## src/rtl/hs_npu_pkg.sv

```systemverilog
// Shared types for the NPU inference datapath control blocks.
package hs_npu_pkg;

    typedef logic [15:0] uword;

    typedef enum logic [2:0] {
        ST_IDLE,
        ST_FLUSH,
        ST_LOAD_W,
        ST_LATCH,
        ST_LOAD_IN,
        ST_LAUNCH,
        ST_DRAIN,
        ST_DONE
    } infctl_state_t;

    function automatic logic rows_legal(input uword n, input int unsigned depth);
        return (n != '0) && (32'(n) <= depth);
    endfunction

endpackage

```

## src/rtl/hs_npu_inference_ctrl_if.sv

```systemverilog
// Row handshakes between the inference sequencer, its row sources, the datapath FIFOs and the result sink.
interface hs_npu_inference_ctrl_if #(
    parameter int SIZE = 8
);
    logic            weight_src_valid_i;
    logic            weight_src_ready_o;
    logic            weight_fifo_valid_o;
    logic [SIZE-1:0] weight_fifo_ready_i;
    logic            input_src_valid_i;
    logic            input_src_ready_o;
    logic            input_fifo_valid_o;
    logic [SIZE-1:0] input_fifo_ready_i;
    logic [SIZE-1:0] output_fifo_valid_i;
    logic            output_fifo_ready_o;
    logic            result_valid_o;
    logic            result_ready_i;

    modport master (
        input  weight_src_valid_i, weight_fifo_ready_i,
        input  input_src_valid_i, input_fifo_ready_i,
        input  output_fifo_valid_i, result_ready_i,
        output weight_src_ready_o, weight_fifo_valid_o,
        output input_src_ready_o, input_fifo_valid_o,
        output output_fifo_ready_o, result_valid_o
    );

    modport slave (
        output weight_src_valid_i, weight_fifo_ready_i,
        output input_src_valid_i, input_fifo_ready_i,
        output output_fifo_valid_i, result_ready_i,
        input  weight_src_ready_o, weight_fifo_valid_o,
        input  input_src_ready_o, input_fifo_valid_o,
        input  output_fifo_ready_o, result_valid_o
    );
endinterface

```

## src/rtl/hs_npu_inference_ctrl.sv

```systemverilog
// Sequences one inference pass: flush, load weights, latch, load inputs, launch, drain results.
module hs_npu_inference_ctrl
    import hs_npu_pkg::*;
#(
    parameter int SIZE              = 8,
    parameter int OUTPUT_DATA_WIDTH = 32,
    parameter int INPUT_FIFO_DEPTH  = 10,
    parameter int TIMEOUT_CYCLES    = 4096
) (
    input  logic                         clk,
    input  logic                         rst,
    input  logic                         start_i,
    input  logic                         abort_i,
    input  uword                         cfg_num_rows_i,
    input  logic                         cfg_relu_i,
    input  logic [OUTPUT_DATA_WIDTH-1:0] cfg_shift_i,
    output logic                         busy_o,
    output logic                         done_o,
    output logic                         error_o,
    output logic                         flush_input_fifos_o,
    output logic                         flush_weight_fifos_o,
    output logic                         flush_output_fifos_o,
    output logic                         enable_weights_o,
    output logic                         bias_en_o,
    output logic                         start_input_gatekeeper_o,
    output logic                         start_output_gatekeeper_o,
    output uword                         enable_cycles_o,
    output logic                         relu_enable_o,
    output logic [OUTPUT_DATA_WIDTH-1:0] shift_amount_o,
    hs_npu_inference_ctrl_if.master      hs
);

    localparam int                TMO_W     = $clog2(TIMEOUT_CYCLES + 1);
    localparam uword              SIZE_LAST = uword'(SIZE - 1);
    localparam logic [TMO_W-1:0]  TMO_LAST  = TMO_W'(TIMEOUT_CYCLES - 1);

    infctl_state_t                r_state;
    uword                         r_n;
    logic                         r_relu;
    logic [OUTPUT_DATA_WIDTH-1:0] r_shift;
    uword                         r_xfer_cnt;
    uword                         r_pop_cnt;
    logic [TMO_W-1:0]             r_tmo;
    logic                         r_error;
    logic                         r_flush;
    logic                         r_latch;
    logic                         r_launch;
    logic                         r_done;

    infctl_state_t w_state_nxt;
    logic          w_w_fire;
    logic          w_i_fire;
    logic          w_pop;
    logic          w_in_run;
    logic          w_flush_nxt;
    logic          w_done_nxt;
    logic          w_err_set;
    logic          w_accept;

    // Row handshakes are combinational pass-throughs, live only in their own state.
    assign hs.weight_fifo_valid_o = (r_state == ST_LOAD_W) & hs.weight_src_valid_i;
    assign hs.weight_src_ready_o  = (r_state == ST_LOAD_W) & (&hs.weight_fifo_ready_i);
    assign hs.input_fifo_valid_o  = (r_state == ST_LOAD_IN) & hs.input_src_valid_i;
    assign hs.input_src_ready_o   = (r_state == ST_LOAD_IN) & (&hs.input_fifo_ready_i);
    assign hs.result_valid_o      = (r_state == ST_DRAIN) & (&hs.output_fifo_valid_i);
    assign hs.output_fifo_ready_o = hs.result_valid_o & hs.result_ready_i;

    assign w_w_fire = hs.weight_src_valid_i & hs.weight_src_ready_o;
    assign w_i_fire = hs.input_src_valid_i & hs.input_src_ready_o;
    assign w_pop    = hs.output_fifo_ready_o;
    assign w_in_run = (r_state == ST_LAUNCH) | (r_state == ST_DRAIN);

    always_comb begin
        // NOTE: every output of this block gets a default first, so no path can infer a latch.
        w_state_nxt = r_state;
        w_flush_nxt = 1'b0;
        w_done_nxt  = 1'b0;
        w_err_set   = 1'b0;
        w_accept    = 1'b0;
        unique case (r_state)
            ST_IDLE: begin
                if (start_i) begin
                    if (rows_legal(cfg_num_rows_i, INPUT_FIFO_DEPTH)) begin
                        w_accept    = 1'b1;
                        w_state_nxt = ST_FLUSH;
                    end else begin
                        w_err_set  = 1'b1;
                        w_done_nxt = 1'b1;
                    end
                end
            end
            ST_FLUSH:  w_state_nxt = ST_LOAD_W;
            ST_LOAD_W: if (w_w_fire && r_xfer_cnt == SIZE_LAST) w_state_nxt = ST_LATCH;
            ST_LATCH:  w_state_nxt = ST_LOAD_IN;
            ST_LOAD_IN: if (w_i_fire && r_xfer_cnt == r_n - uword'(1)) w_state_nxt = ST_LAUNCH;
            ST_LAUNCH: w_state_nxt = ST_DRAIN;
            ST_DRAIN: begin
                // A final pop in the same cycle as the timeout still completes the pass.
                if (w_pop && r_pop_cnt == r_n - uword'(1)) begin
                    w_state_nxt = ST_DONE;
                end else if (r_tmo == TMO_LAST) begin
                    w_state_nxt = ST_IDLE;
                    w_err_set   = 1'b1;
                    w_flush_nxt = 1'b1;
                    w_done_nxt  = 1'b1;
                end
            end
            ST_DONE:   w_state_nxt = ST_IDLE;
            default:   w_state_nxt = ST_IDLE;
        endcase
        if (abort_i && r_state != ST_IDLE) begin
            w_state_nxt = ST_IDLE;
            w_flush_nxt = 1'b1;
            w_done_nxt  = 1'b0;
            w_err_set   = 1'b0;
        end
        w_flush_nxt = w_flush_nxt | (w_state_nxt == ST_FLUSH);
        w_done_nxt  = w_done_nxt | (w_state_nxt == ST_DONE);
    end

    always_ff @(posedge clk or posedge rst) begin
        if (rst) begin
            r_state    <= ST_IDLE;
            r_n        <= '0;
            r_relu     <= 1'b0;
            r_shift    <= '0;
            r_xfer_cnt <= '0;
            r_pop_cnt  <= '0;
            r_tmo      <= '0;
            r_error    <= 1'b0;
            r_flush    <= 1'b0;
            r_latch    <= 1'b0;
            r_launch   <= 1'b0;
            r_done     <= 1'b0;
        end else begin
            // NOTE: non-blocking everywhere here, so every register sees pre-edge values.
            r_state  <= w_state_nxt;
            r_flush  <= w_flush_nxt;
            r_latch  <= (w_state_nxt == ST_LATCH);
            r_launch <= (w_state_nxt == ST_LAUNCH);
            r_done   <= w_done_nxt;
            if (w_err_set)     r_error <= 1'b1;
            else if (w_accept) r_error <= 1'b0;
            if (w_accept) begin
                r_n     <= cfg_num_rows_i;
                r_relu  <= cfg_relu_i;
                r_shift <= cfg_shift_i;
            end
            // One counter serves both load phases; it restarts on every state change.
            if (w_state_nxt != r_state)   r_xfer_cnt <= '0;
            else if (w_w_fire | w_i_fire) r_xfer_cnt <= r_xfer_cnt + uword'(1);
            if (r_state != ST_DRAIN) r_pop_cnt <= '0;
            else if (w_pop)          r_pop_cnt <= r_pop_cnt + uword'(1);
            if (w_in_run) r_tmo <= r_tmo + TMO_W'(1);
            else          r_tmo <= '0;
        end
    end

    assign busy_o                    = (r_state != ST_IDLE);
    assign done_o                    = r_done;
    assign error_o                   = r_error;
    assign flush_input_fifos_o       = r_flush;
    assign flush_weight_fifos_o      = r_flush;
    assign flush_output_fifos_o      = r_flush;
    assign enable_weights_o          = r_latch;
    assign bias_en_o                 = r_latch;
    assign start_input_gatekeeper_o  = r_launch;
    assign start_output_gatekeeper_o = r_launch;
    assign enable_cycles_o           = w_in_run ? r_n + SIZE_LAST : '0;
    assign relu_enable_o             = r_relu;
    assign shift_amount_o            = r_shift;

endmodule
```

## src/flat_wrapper.sv

```systemverilog
// flat-port wrapper written by rule: the top's interface ports become plain ports
module hs_npu_inference_ctrl_flat import hs_npu_pkg::*;
#(
    parameter int SIZE              = 8,
    parameter int OUTPUT_DATA_WIDTH = 32,
    parameter int INPUT_FIFO_DEPTH  = 10,
    parameter int TIMEOUT_CYCLES    = 4096
)
  (clk, rst, start_i, abort_i, cfg_num_rows_i, cfg_relu_i, cfg_shift_i, busy_o, done_o, error_o, flush_input_fifos_o, flush_weight_fifos_o, flush_output_fifos_o, enable_weights_o, bias_en_o, start_input_gatekeeper_o, start_output_gatekeeper_o, enable_cycles_o, relu_enable_o, shift_amount_o, hs_weight_src_valid_i, hs_weight_fifo_ready_i, hs_input_src_valid_i, hs_input_fifo_ready_i, hs_output_fifo_valid_i, hs_result_ready_i, hs_weight_src_ready_o, hs_weight_fifo_valid_o, hs_input_src_ready_o, hs_input_fifo_valid_o, hs_output_fifo_ready_o, hs_result_valid_o);
  hs_npu_inference_ctrl_if #(.SIZE(SIZE)) hs_i ();
  input  logic clk;
  input  logic rst;
  input  logic start_i;
  input  logic abort_i;
  input  uword cfg_num_rows_i;
  input  logic cfg_relu_i;
  input  logic [OUTPUT_DATA_WIDTH-1:0] cfg_shift_i;
  output logic busy_o;
  output logic done_o;
  output logic error_o;
  output logic flush_input_fifos_o;
  output logic flush_weight_fifos_o;
  output logic flush_output_fifos_o;
  output logic enable_weights_o;
  output logic bias_en_o;
  output logic start_input_gatekeeper_o;
  output logic start_output_gatekeeper_o;
  output uword enable_cycles_o;
  output logic relu_enable_o;
  output logic [OUTPUT_DATA_WIDTH-1:0] shift_amount_o;
  input wire logic [$bits(hs_i.weight_src_valid_i)-1:0] hs_weight_src_valid_i;
  input wire logic [$bits(hs_i.weight_fifo_ready_i)-1:0] hs_weight_fifo_ready_i;
  input wire logic [$bits(hs_i.input_src_valid_i)-1:0] hs_input_src_valid_i;
  input wire logic [$bits(hs_i.input_fifo_ready_i)-1:0] hs_input_fifo_ready_i;
  input wire logic [$bits(hs_i.output_fifo_valid_i)-1:0] hs_output_fifo_valid_i;
  input wire logic [$bits(hs_i.result_ready_i)-1:0] hs_result_ready_i;
  output wire logic [$bits(hs_i.weight_src_ready_o)-1:0] hs_weight_src_ready_o;
  output wire logic [$bits(hs_i.weight_fifo_valid_o)-1:0] hs_weight_fifo_valid_o;
  output wire logic [$bits(hs_i.input_src_ready_o)-1:0] hs_input_src_ready_o;
  output wire logic [$bits(hs_i.input_fifo_valid_o)-1:0] hs_input_fifo_valid_o;
  output wire logic [$bits(hs_i.output_fifo_ready_o)-1:0] hs_output_fifo_ready_o;
  output wire logic [$bits(hs_i.result_valid_o)-1:0] hs_result_valid_o;
  assign hs_i.weight_src_valid_i = hs_weight_src_valid_i;
  assign hs_i.weight_fifo_ready_i = hs_weight_fifo_ready_i;
  assign hs_i.input_src_valid_i = hs_input_src_valid_i;
  assign hs_i.input_fifo_ready_i = hs_input_fifo_ready_i;
  assign hs_i.output_fifo_valid_i = hs_output_fifo_valid_i;
  assign hs_i.result_ready_i = hs_result_ready_i;
  assign hs_weight_src_ready_o = hs_i.weight_src_ready_o;
  assign hs_weight_fifo_valid_o = hs_i.weight_fifo_valid_o;
  assign hs_input_src_ready_o = hs_i.input_src_ready_o;
  assign hs_input_fifo_valid_o = hs_i.input_fifo_valid_o;
  assign hs_output_fifo_ready_o = hs_i.output_fifo_ready_o;
  assign hs_result_valid_o = hs_i.result_valid_o;
  hs_npu_inference_ctrl #(.SIZE(SIZE), .OUTPUT_DATA_WIDTH(OUTPUT_DATA_WIDTH), .INPUT_FIFO_DEPTH(INPUT_FIFO_DEPTH), .TIMEOUT_CYCLES(TIMEOUT_CYCLES)) u_core (.clk(clk), .rst(rst), .start_i(start_i), .abort_i(abort_i), .cfg_num_rows_i(cfg_num_rows_i), .cfg_relu_i(cfg_relu_i), .cfg_shift_i(cfg_shift_i), .busy_o(busy_o), .done_o(done_o), .error_o(error_o), .flush_input_fifos_o(flush_input_fifos_o), .flush_weight_fifos_o(flush_weight_fifos_o), .flush_output_fifos_o(flush_output_fifos_o), .enable_weights_o(enable_weights_o), .bias_en_o(bias_en_o), .start_input_gatekeeper_o(start_input_gatekeeper_o), .start_output_gatekeeper_o(start_output_gatekeeper_o), .enable_cycles_o(enable_cycles_o), .relu_enable_o(relu_enable_o), .shift_amount_o(shift_amount_o), .hs(hs_i));
endmodule
```

## config.mk

```make
export PLATFORM = sky130hd
export DESIGN_NAME = hs_npu_inference_ctrl_flat
export DESIGN_NICKNAME = d
export VERILOG_FILES = /design/src/rtl/hs_npu_pkg.sv /design/src/rtl/hs_npu_inference_ctrl_if.sv /design/src/rtl/hs_npu_inference_ctrl.sv /design/src/flat_wrapper.sv
export SDC_FILE = /design/constraint.sdc
export NUM_CORES = 1
export LEC_CHECK = 0
export BUFFER_PORTS_ARGS = -buffer_cell sky130_fd_sc_hd__buf_2
export CAP_MARGIN = 20
export CORE_MARGIN = 1.5
export CORE_UTILIZATION = 45
export CTS_CLUSTER_DIAMETER = 50
export DETAILED_ROUTE_END_ITERATION = 7
export GPL_TIMING_DRIVEN = 0
export PLACE_DENSITY = 0.75
export SYNTH_ARGS = -nofsm -noshare
export SYNTH_HDL_FRONTEND = slang
export SYNTH_SLANG_ARGS = --single-unit
```

## constraint.sdc

```tcl
create_clock -name clk -period 4.8 [get_ports clk]
set_input_delay 0.96 -clock clk [delete_from_list [all_inputs] [get_ports clk]]
set_output_delay 0.96 -clock clk [all_outputs]
set_load 0.01 [all_outputs]
```

Yosys cells after proc, flatten, opt, wreduce, memory -nomap -nowiden
Index checks and enable logic that the tools add are counted.
W data, S select, Z words.
- flip-flop bits (word level): 102
- bits of input ports: 80
- $add $sub $neg: 5
- magnitude comparators: 1
- equality and inequality tests: 17
- multiplexer cells: 27
- bitwise gates (word level): 12
- reduce and logical (&&, ||, !) cells: 14
- operators with widths (operator ; number):
    $mux W16 ; 5
    $add A16 B1 Y16 const B ; 2
    $eq A16 B16 Y1 ; 2
    $pmux W3 S8 ; 1
    $reduce_and A8 Y1 ; 3
    $mux W3 ; 7
    $eq A3 B3 Y1 const B ; 6
    $add A16 B3 Y16 const B ; 1
    $eq A16 B3 Y1 const B ; 1
    $le A16 B4 Y1 const B ; 1
    $reduce_bool A16 Y1 ; 1
    $sub A16 B1 Y16 const B ; 1
    $add A13 B1 Y13 const B ; 1
    $eq A13 B12 Y1 const B ; 1
    $mux W13 ; 1
    $mux W1 ; 12
    $eq A3 B2 Y1 const B ; 3
    $and A1 B1 Y1 ; 8
    $eq A3 B1 Y1 const B ; 2
    $reduce_bool A2 Y1 ; 3
    $logic_and A1 B1 Y1 ; 5
    $or A1 B1 Y1 ; 4
    $logic_not A3 Y1 ; 1
    $ne A3 B3 Y1 ; 1
    3 further kinds ; 3

Logic depth before layout (Yosys ltp)
Gate-level depths: netlist (run 1).
- depth after elaboration: 9
- mapped depth: 13
- mapped depth without buffers: 10

Worst setup path before layout (run 1)
No wires, ideal clock.
- kind: input -> register
- start: input port hs_output_fifo_valid_i[2]
- end: register u_core.r_xfer_cnt[0]
- library setup time: 0.121 ns
- arrival: 2.960 ns
- path slack: 1.719 ns
- cell stages on the path: 9
- buffers on the path: 1
- cells stage by stage: nand4_1 > nor4_2 > and4_1 > nand4_1 > or4_4 > o211a_1 > o211ai_2 > buf_2 > nor2_1
- word-level cells in the longest chain between the ends: 9
- elaborated cells on any way between the ends: 10
- classes of those cells: eq/ne: 1; mux: 4; bitwise: 2; reduce/logical: 3
- RTL lines (element ; line ; RTL):
    start: declaration ; flat_wrapper.sv:35 ; input wire logic [$bits(hs_i.output_fifo_valid_i)-1:0] hs_output_fifo_valid_i;
    $reduce_and A8 Y1 * ; hs_npu_inference_ctrl.sv:65 ; assign hs.result_valid_o = (r_state == ST_DRAIN) & (&hs.output_fifo_valid_i);
    $and A1 B1 Y1 * ; hs_npu_inference_ctrl.sv:65 ;
    $and A1 B1 Y1 * ; hs_npu_inference_ctrl.sv:66 ; assign hs.output_fifo_ready_o = hs.result_valid_o & hs.result_ready_i;
    net hs_output_fifo_ready_o ; flat_wrapper.sv:41 ; output wire logic [$bits(hs_i.output_fifo_ready_o)-1:0] hs_output_fifo_ready_o;
    $logic_and A1 B1 Y1 * ; hs_npu_inference_ctrl.sv:99 ; if (w_pop && r_pop_cnt == r_n - uword'(1)) begin
    $mux W3 * ; hs_npu_inference_ctrl.sv:99 ;
    $pmux W3 S8 * ; hs_npu_inference_ctrl.sv:80 ; unique case (r_state)
    $mux W3 * ; hs_npu_inference_ctrl.sv:111 ; if (abort_i && r_state != ST_IDLE) begin
    $ne A3 B3 Y1 * ; hs_npu_inference_ctrl.sv:150 ; if (w_state_nxt != r_state) r_xfer_cnt <= '0;
    $mux W16 or $reduce_bool A2 Y1 (tied branches) ; -- ;
    end signal: assignment ; hs_npu_inference_ctrl.sv:151 ; else if (w_w_fire | w_i_fire) r_xfer_cnt <= r_xfer_cnt + uword'(1);
    end: declaration ; hs_npu_inference_ctrl.sv:41 ; uword r_xfer_cnt;
The timed path passes the listed nets; every way through them passes the cells marked *.
A chain may end at the register's enable or synchronous reset.

Worst setup path in the final report (run 1)
- start: register u_core.r_n[5]
- end: output port enable_cycles_o[15]
- word-level cells in the longest chain between the ends: 2
- RTL lines (element ; line ; RTL):
    start: declaration ; hs_npu_inference_ctrl.sv:38 ; uword r_n;
    start signal: assignment ; hs_npu_inference_ctrl.sv:145 ; r_n <= cfg_num_rows_i;
    $add A16 B3 Y16 ; hs_npu_inference_ctrl.sv:169 ; assign enable_cycles_o = w_in_run ? r_n + SIZE_LAST : '0;
    $mux W16 ; hs_npu_inference_ctrl.sv:169 ;
    end: declaration ; flat_wrapper.sv:28 ; output uword enable_cycles_o;
Every way passes these cells.

==> results of run 1 <==
## cells by family after synthesis
group | synth area share [%]
AO/OA/AOI/OAI | 8.47
XOR/XNOR | 11.6
adder cells (fa/ha/maj) | 0.839
buffers and inverters | 4.76
flip-flops | 42.8
multiplexers | 6.59
AND/OR/NAND/NOR | 25.0
## per-stage QoR
step                setup TNS, ns  hold WS (ns)
CTS                             0         0.485
finish                          0         0.478
floorplan                       0         0.448
global route                    0         0.500
global placement           -10.40         0.458
detailed placement              0         0.469
## layer usage
layer  vias to the layer above  part of all wire [%]  track usage [%]
met4                         0                   2.1             6.78
li1                       2523                     -                -
met5                         -                     0                0
met1                      2505                    43             30.4
met3                        31                   8.9             6.42
met2                       245                    46             36.1
## power by group
group	switching, uW	leakage [uW]	internal (uW)
logic	55.5	0.00199	42.3
registers	5.05	0.00139	863
clock network	341	0.000131	358
## area by class of cell
type                    instances  area (sq um)
repair buffers                145           748
clock buffers                   9           225
plain buffers                  44           198
flip-flops and latches        102          2550
well taps                     172           215
multi-input cells             464          3130
clock inverters                 6          57.6
fillers                      1187          5560
inverters                      23          88.8
## worst max-delay path: cells and delay by family, from the launching register on
kind	cells	cell delay [ns]
and+or+nand+nor	6	1.05
xor gates and xnor gates	1	0.17
buffers and inverters	2	0.65
DFF	1	0.50
## how the worst max path moves through the flow
stage                  startpoint                  endpoint  cells after the start
4_1_cts             u_core.r_n[5]       enable_cycles_o[15]                      9
3_5_place_dp   cfg_num_rows_i[15]  u_core.shift_amount_o[9]                      8
2_1_floorplan                 rst          u_core.bias_en_o                      1
6_report            u_core.r_n[5]       enable_cycles_o[15]                      9
5_1_grt             u_core.r_n[5]       enable_cycles_o[15]                      9
3_3_place_gp                  rst           u_core.r_tmo[4]                      2
## flip-flops by register name, summed over array words and instances (netlist names)
name	flops
u_core.error_o	1
u_core.bias_en_o	1
u_core.start_input_gatekeeper_o	1
u_core.r_xfer_cnt	16
u_core.flush_input_fifos_o	1
u_core.relu_enable_o	1
u_core.shift_amount_o	32
u_core.r_state	3
u_core.r_pop_cnt	16
u_core.r_tmo	13
u_core.done_o	1
u_core.r_n	16
## cell usage after synthesis (2+ instances only)
cell and number:
o21ai_0 14, or3_1 5, nand4_1 24, nor3_1 14, a31oi_1 6, o22ai_1 3, nand3b_1 3, or4_1 4
nor4_2 3, nor3b_1 3, a21o_1 3, o211a_1 4, and2_1 6, and3_1 17, and4_1 4, inv_1 23
clkbuf_1 28, buf_1 3, or4_4 2, nor4_1 16, dfrtp_1 102, nand2_1 36, mux2_2 34, buf_4 4
nor2_1 83, a211oi_1 2, nand2b_1 7, nor2b_1 13, or2_2 2, a2111oi_0 3, ha_1 4, a21oi_1 14
o32a_1 2, xor2_1 36, buf_2 8, xnor2_1 43, a211o_1 3, nand3_1 26
==> out/results.ini, run 1 <==
[critical_path]
cp_max_fo=10
critPathMaxStageDelay_ns=0.50
ff2ff_path_depth=13
worstPathArrival_ns=2.73
reg2reg_to=u_core.r_xfer_cnt[7]
start_kind=flip-flop
end_kind=output port
r2r_slack_ns=1.24
cp_slowest_cell=dfrtp_1
cp_cell_sequence=clkbuf_1, and3_1, and3_1, nand3_1, nor2_1, nand4_1, xor2_1, nor2_1, buf_2
timing.rr.start=u_core.r_n[0]
setup.worst_path.class=flip-flop to output port
critPathRequiredTime_ns=3.84

[placed_design]
gp_congestion=0.989
place_area_sq_mm=0.00693
pre_cts_slack_ns=1.12
placedCellCount=949
portBuffers=143
dp_hpwl_um=11600

[die]
pin_count=145
coreArea_sq_mm=0.0128
die_h_um=118
num_rows=41
die_w_um=118
start_util_pct=46.7
dieArea_sq_mm=0.0140

[clocking]
postCtsSetupBuffers=0
cts_resized=0
cts_buffer_depth=2
h-tree-depth=3
cts_hold_buf=0
ctsRootBufferMaster=clkbuf_16
cts_tree=yes
cts.clk_slew.worst_paths_ns=0.07
cts_buffers=9
cts_sinks=102
clk_latency_ns=0.36

[global_route]
overflow=0
grt_pass1_vias=5037
grt_start_max_net_pins=63
antenna_found_initial=0
grt_pass1_wl_um=25400
grt.total_usage_pct=22.8

[final_layout]
drive_above_1_share_pct=28.5
area_growth_pct=20.9
finalInstanceArea_sq_mm=0.00721
finalNetCount=873
fin_util_pct=56.5
layout_commonest_cell=buf_2
diodes=0
finalNonFillerCells=965
mostFrequentLayoutCells=151 x buf_2, 102 x dfrtp_1, 83 x nor2_1, 43 x xnor2_1

[detailed_routing]
drc=0
ant_nets=0
wire_per_inst_um=16.2
via_per_inst=5.50
dr.pass1.iters=5
drt-initial-drc-count=379
routed_wirelength_um=15600
num_vias=5304

[logic_synthesis]
synth.avg_cell_area_sq_um=9.42
synth_top_area_cell=dfrtp_1
syn_inst=633
synth_area_sq_mm=0.00597
ys_ff_latch=102
async_reset_ff_share_pct=100
synthFlopType=dfrtp_1
ys_types=64
synth-seq-area-share_pct=42.8
synth_edf_count=0
synth.top_cell.area_share_pct=42.8
netlist_top_cells_area=dfrtp_1 43%, mux2_2 6.4%, xnor2_1 6.3%
synth_fp_nets=717
synth_warnings=0

[min_path]
whs_path_depth=1
hold_path_end=u_core.error_o
min_from=u_core.error_o
min-delay-path-class=flip-flop to flip-flop

[timing]
setup_viol=0
worst_pin_slew_ns=0.678
slew_viol_final=0
max-slew-margin-rel_pct=54.4
setup_ws_ns=1.11
finalCritPeriodShare_pct=76.9
post-route-min-period_ns=3.69
finalClockSkew_ns=0.00827
grt_setup_unrepaired=no
max_freq_ghz=0.271
finalHoldViolCount=0

[job]
max-cap-violations=0

[outcome]
status=completed

[power]
ir_drop_mv=0.182
powerDensity_mw_per_mm2=231
p_total_uw=1660
power_leakage_uw=0.00351

No activity file was read; power rests on OpenSTA's default activity.
==> inputs of run 2 (changes only) <==
- clock period: 4.8 -> 3.65 ns (I/O delays scaled with it)
==> run 2 against run 1 <==
Compared with the run above:
- total power grew 31%
- sequential share of layout area shrank 0.15 points
- worst setup slack got worse by 1.0 ns
- largest power group unchanged
- final cell count grew 0.31%
- critical endpoint is now u_core.r_xfer_cnt[7]
- register-to-register slack worse by 1.1 ns
- die area is the same
- clock power is 31% higher
- critical path depth grew 3
- routed wire length decreased by 0.28%
==> out/results.ini, run 2 (synthesis gave the netlist of run 1 again) <==
[detailed_routing]
num_vias=5295  ; -0.17%
drt-met1-wl_um=6690  ; -1.2%
routed_wirelength_um=15500  ; -0.28%
drt-initial-drc-count=392  ; +3.4%
wire_per_inst_um=16.1  ; -0.58%
via_per_inst=5.47  ; -0.48%
wl_met3_um=1370  ; -1.7%
wl_met2_um=7210  ; +1.5%
ant_nets=0  ; unchanged
routed.top_layer=met4
dr.pass1.iters=7  ; +2
drc=0  ; unchanged

[clocking]
cts_tree=yes
cts_buffers=9  ; unchanged
ctsRootBufferMaster=clkbuf_16
cts_sinks=102  ; unchanged
clk_latency_ns=0.36  ; about the same
cts_buffer_depth=2  ; unchanged
h-tree-depth=3  ; unchanged
cts.clk_slew.worst_paths_ns=0.08  ; about the same

[power]
power_leakage_uw=0.00353  ; +0.65%
powerDensity_mw_per_mm2=302  ; +31%
p_seq_share_pct=52.2  ; about the same
ir_drop_mv=0.239  ; +32%
p_clk_share_pct=41.9  ; about the same
internal-power_uw=1660  ; +32%
power_switching_uw=526  ; +31%
pwr-share-comb_pct=5.9  ; about the same
p_sw_share_pct=24.0  ; -0.062 points

[outcome]
status=completed

[timing]
finalClockSkew_ns=0.00821  ; -0.0000577 ns
slew_viol_final=0  ; unchanged
max_freq_ghz=0.282
setup_ws_ns=0.103  ; -1.01 ns
finalCritPeriodShare_pct=97.2
finalHoldViolCount=0  ; unchanged
post-route-min-period_ns=3.55
worst_pin_slew_ns=0.672  ; -0.00606 ns
max-slew-margin-rel_pct=54.8  ; +0.41 points
setup_viol=0  ; unchanged

[global_route]
overflow=0  ; unchanged
grt_pass1_vias=5037  ; unchanged
grt_pass1_wl_um=25400  ; unchanged
grt.total_usage_pct=22.8  ; unchanged
antenna_found_initial=0  ; unchanged
grt_start_max_net_pins=63  ; unchanged

[die]
start_util_pct=46.7  ; unchanged
die_h_um=118  ; unchanged
coreArea_sq_mm=0.0128  ; unchanged
pin_count=145  ; unchanged
num_rows=41  ; unchanged
dieArea_sq_mm=0.0140  ; unchanged
die_w_um=118  ; unchanged

[critical_path]
setup.worst_path.class=flip-flop to flip-flop
path_buf_inv=3  ; +1
critPathRequiredTime_ns=3.90  ; +0.06 ns
worstPathArrival_ns=3.79  ; +1.06 ns
start_kind=flip-flop
end_kind=flip-flop
cp_cell_sequence=buf_2, inv_1, ha_1, xnor2_1, xnor2_1, a2111oi_0, nand4_1, or4_4, o211a_1, o211ai_2, clkbuf_4, nor2_1
cp_max_fo=10  ; unchanged
critPathMaxStageDelay_ns=0.57  ; +0.07 ns
cpMostUsedCell=xnor2_1
path_delay_family=simple AND/OR/NAND/NOR gates
cp_slowest_cell=or4_4

[placed_design]
gp_congestion=0.989  ; unchanged
dp_hpwl_um=11600  ; unchanged
portBuffers=143  ; unchanged
pre_cts_slack_ns=0.125  ; -0.991 ns
placedCellCount=949  ; unchanged

[job]
max-cap-violations=0  ; unchanged

[final_layout]
mostFrequentLayoutCells=150 x buf_2, 102 x dfrtp_1, 83 x nor2_1, 43 x xnor2_1
diodes=0  ; unchanged
finalNetCount=876  ; +0.34%
area_growth_pct=21.4
largest_register_ffs=32  ; unchanged
layout_commonest_cell=buf_2
drive_above_1_share_pct=29.0  ; +0.52 points
finalNonFillerCells=968  ; +0.31%

[min_path]
min-delay-path-class=input pin to asynchronous set/reset pin

## run 2: cell count changes in the layout (fill, tap and decap cells not counted)
cell      delta
buf_2        -1
clkbuf_2     +1
clkbuf_1     -2
clkbuf_4     +1
buf_4        +4
## run 2: final cells by class
class | instances | area, sq um
multi-input combinational | 464 | 3130
clock buffer | 9 | 225
fill | 1187 | 5530
clock inverter | 6 | 57.6
sequential | 102 | 2550
inverter | 23 | 88.8
tap | 172 | 215
timing repair buffer | 149 | 778
buffer | 43 | 198
## run 2: routing by layer
metal  up-vias  track usage (%)
li1       2530                -
met1      2499             30.4
met2       244             36.1
met3        22             6.42
met4         0             6.78
met5         -                0
## run 2: repair_timing
item	CTS	global route
gates resized for setup	0	3
endpoints found under the setup margin	0	14
hold buffers	0	0
setup buffers	0	4
## run 2: final timing paths
kind	startpoint	to	slack (ns)	cells past startpoint
min in group clk	u_core.error_o	u_core.error_o	0.48	1
min reg2reg	u_core.error_o	u_core.error_o	0.48	1
max reg2reg	u_core.r_n[0]	u_core.r_xfer_cnt[7]	0.10	12
min	rst	u_core.shift_amount_o[17]	0.41	2
max	u_core.r_n[0]	u_core.r_xfer_cnt[7]	0.10	12
max in group asynchronous	rst	u_core.r_pop_cnt[7]	2.55	3
## run 2: power groups by stage
stage               sequential (uW)  combinational, uW  clock (uW)
floorplan                      1160               57.3           0
global placement               1160                124           0
detailed placement             1160                131           0
CTS                            1140                131         946
global route                   1140                144         986
finish                         1140                129         917
## run 2: worst reg2reg max path: cells and delay by family, from the launching register on
kind	cells	cell delay [ns]
compound gates	3	0.78
xor+xnor	2	0.65
fa+ha+maj	1	0.28
buf+inv	3	0.59
flops	1	0.33
simple gates	3	0.81
## run 2: through the flow
step                      util, %  setup TNS, ns  cell area [sq um]  total power [uW]  hold slack, ns
after floorplan                 -              0               5970              1220           0.448
after global placement       54.0        -104.24               6900              1290           0.458
after detailed placement     54.2              0               6930              1290           0.469
after CTS                    56.4              0               7210              2220           0.424
after global routing         56.7        -0.0602               7240              2270           0.462
final                        56.7              0               7240              2190           0.414
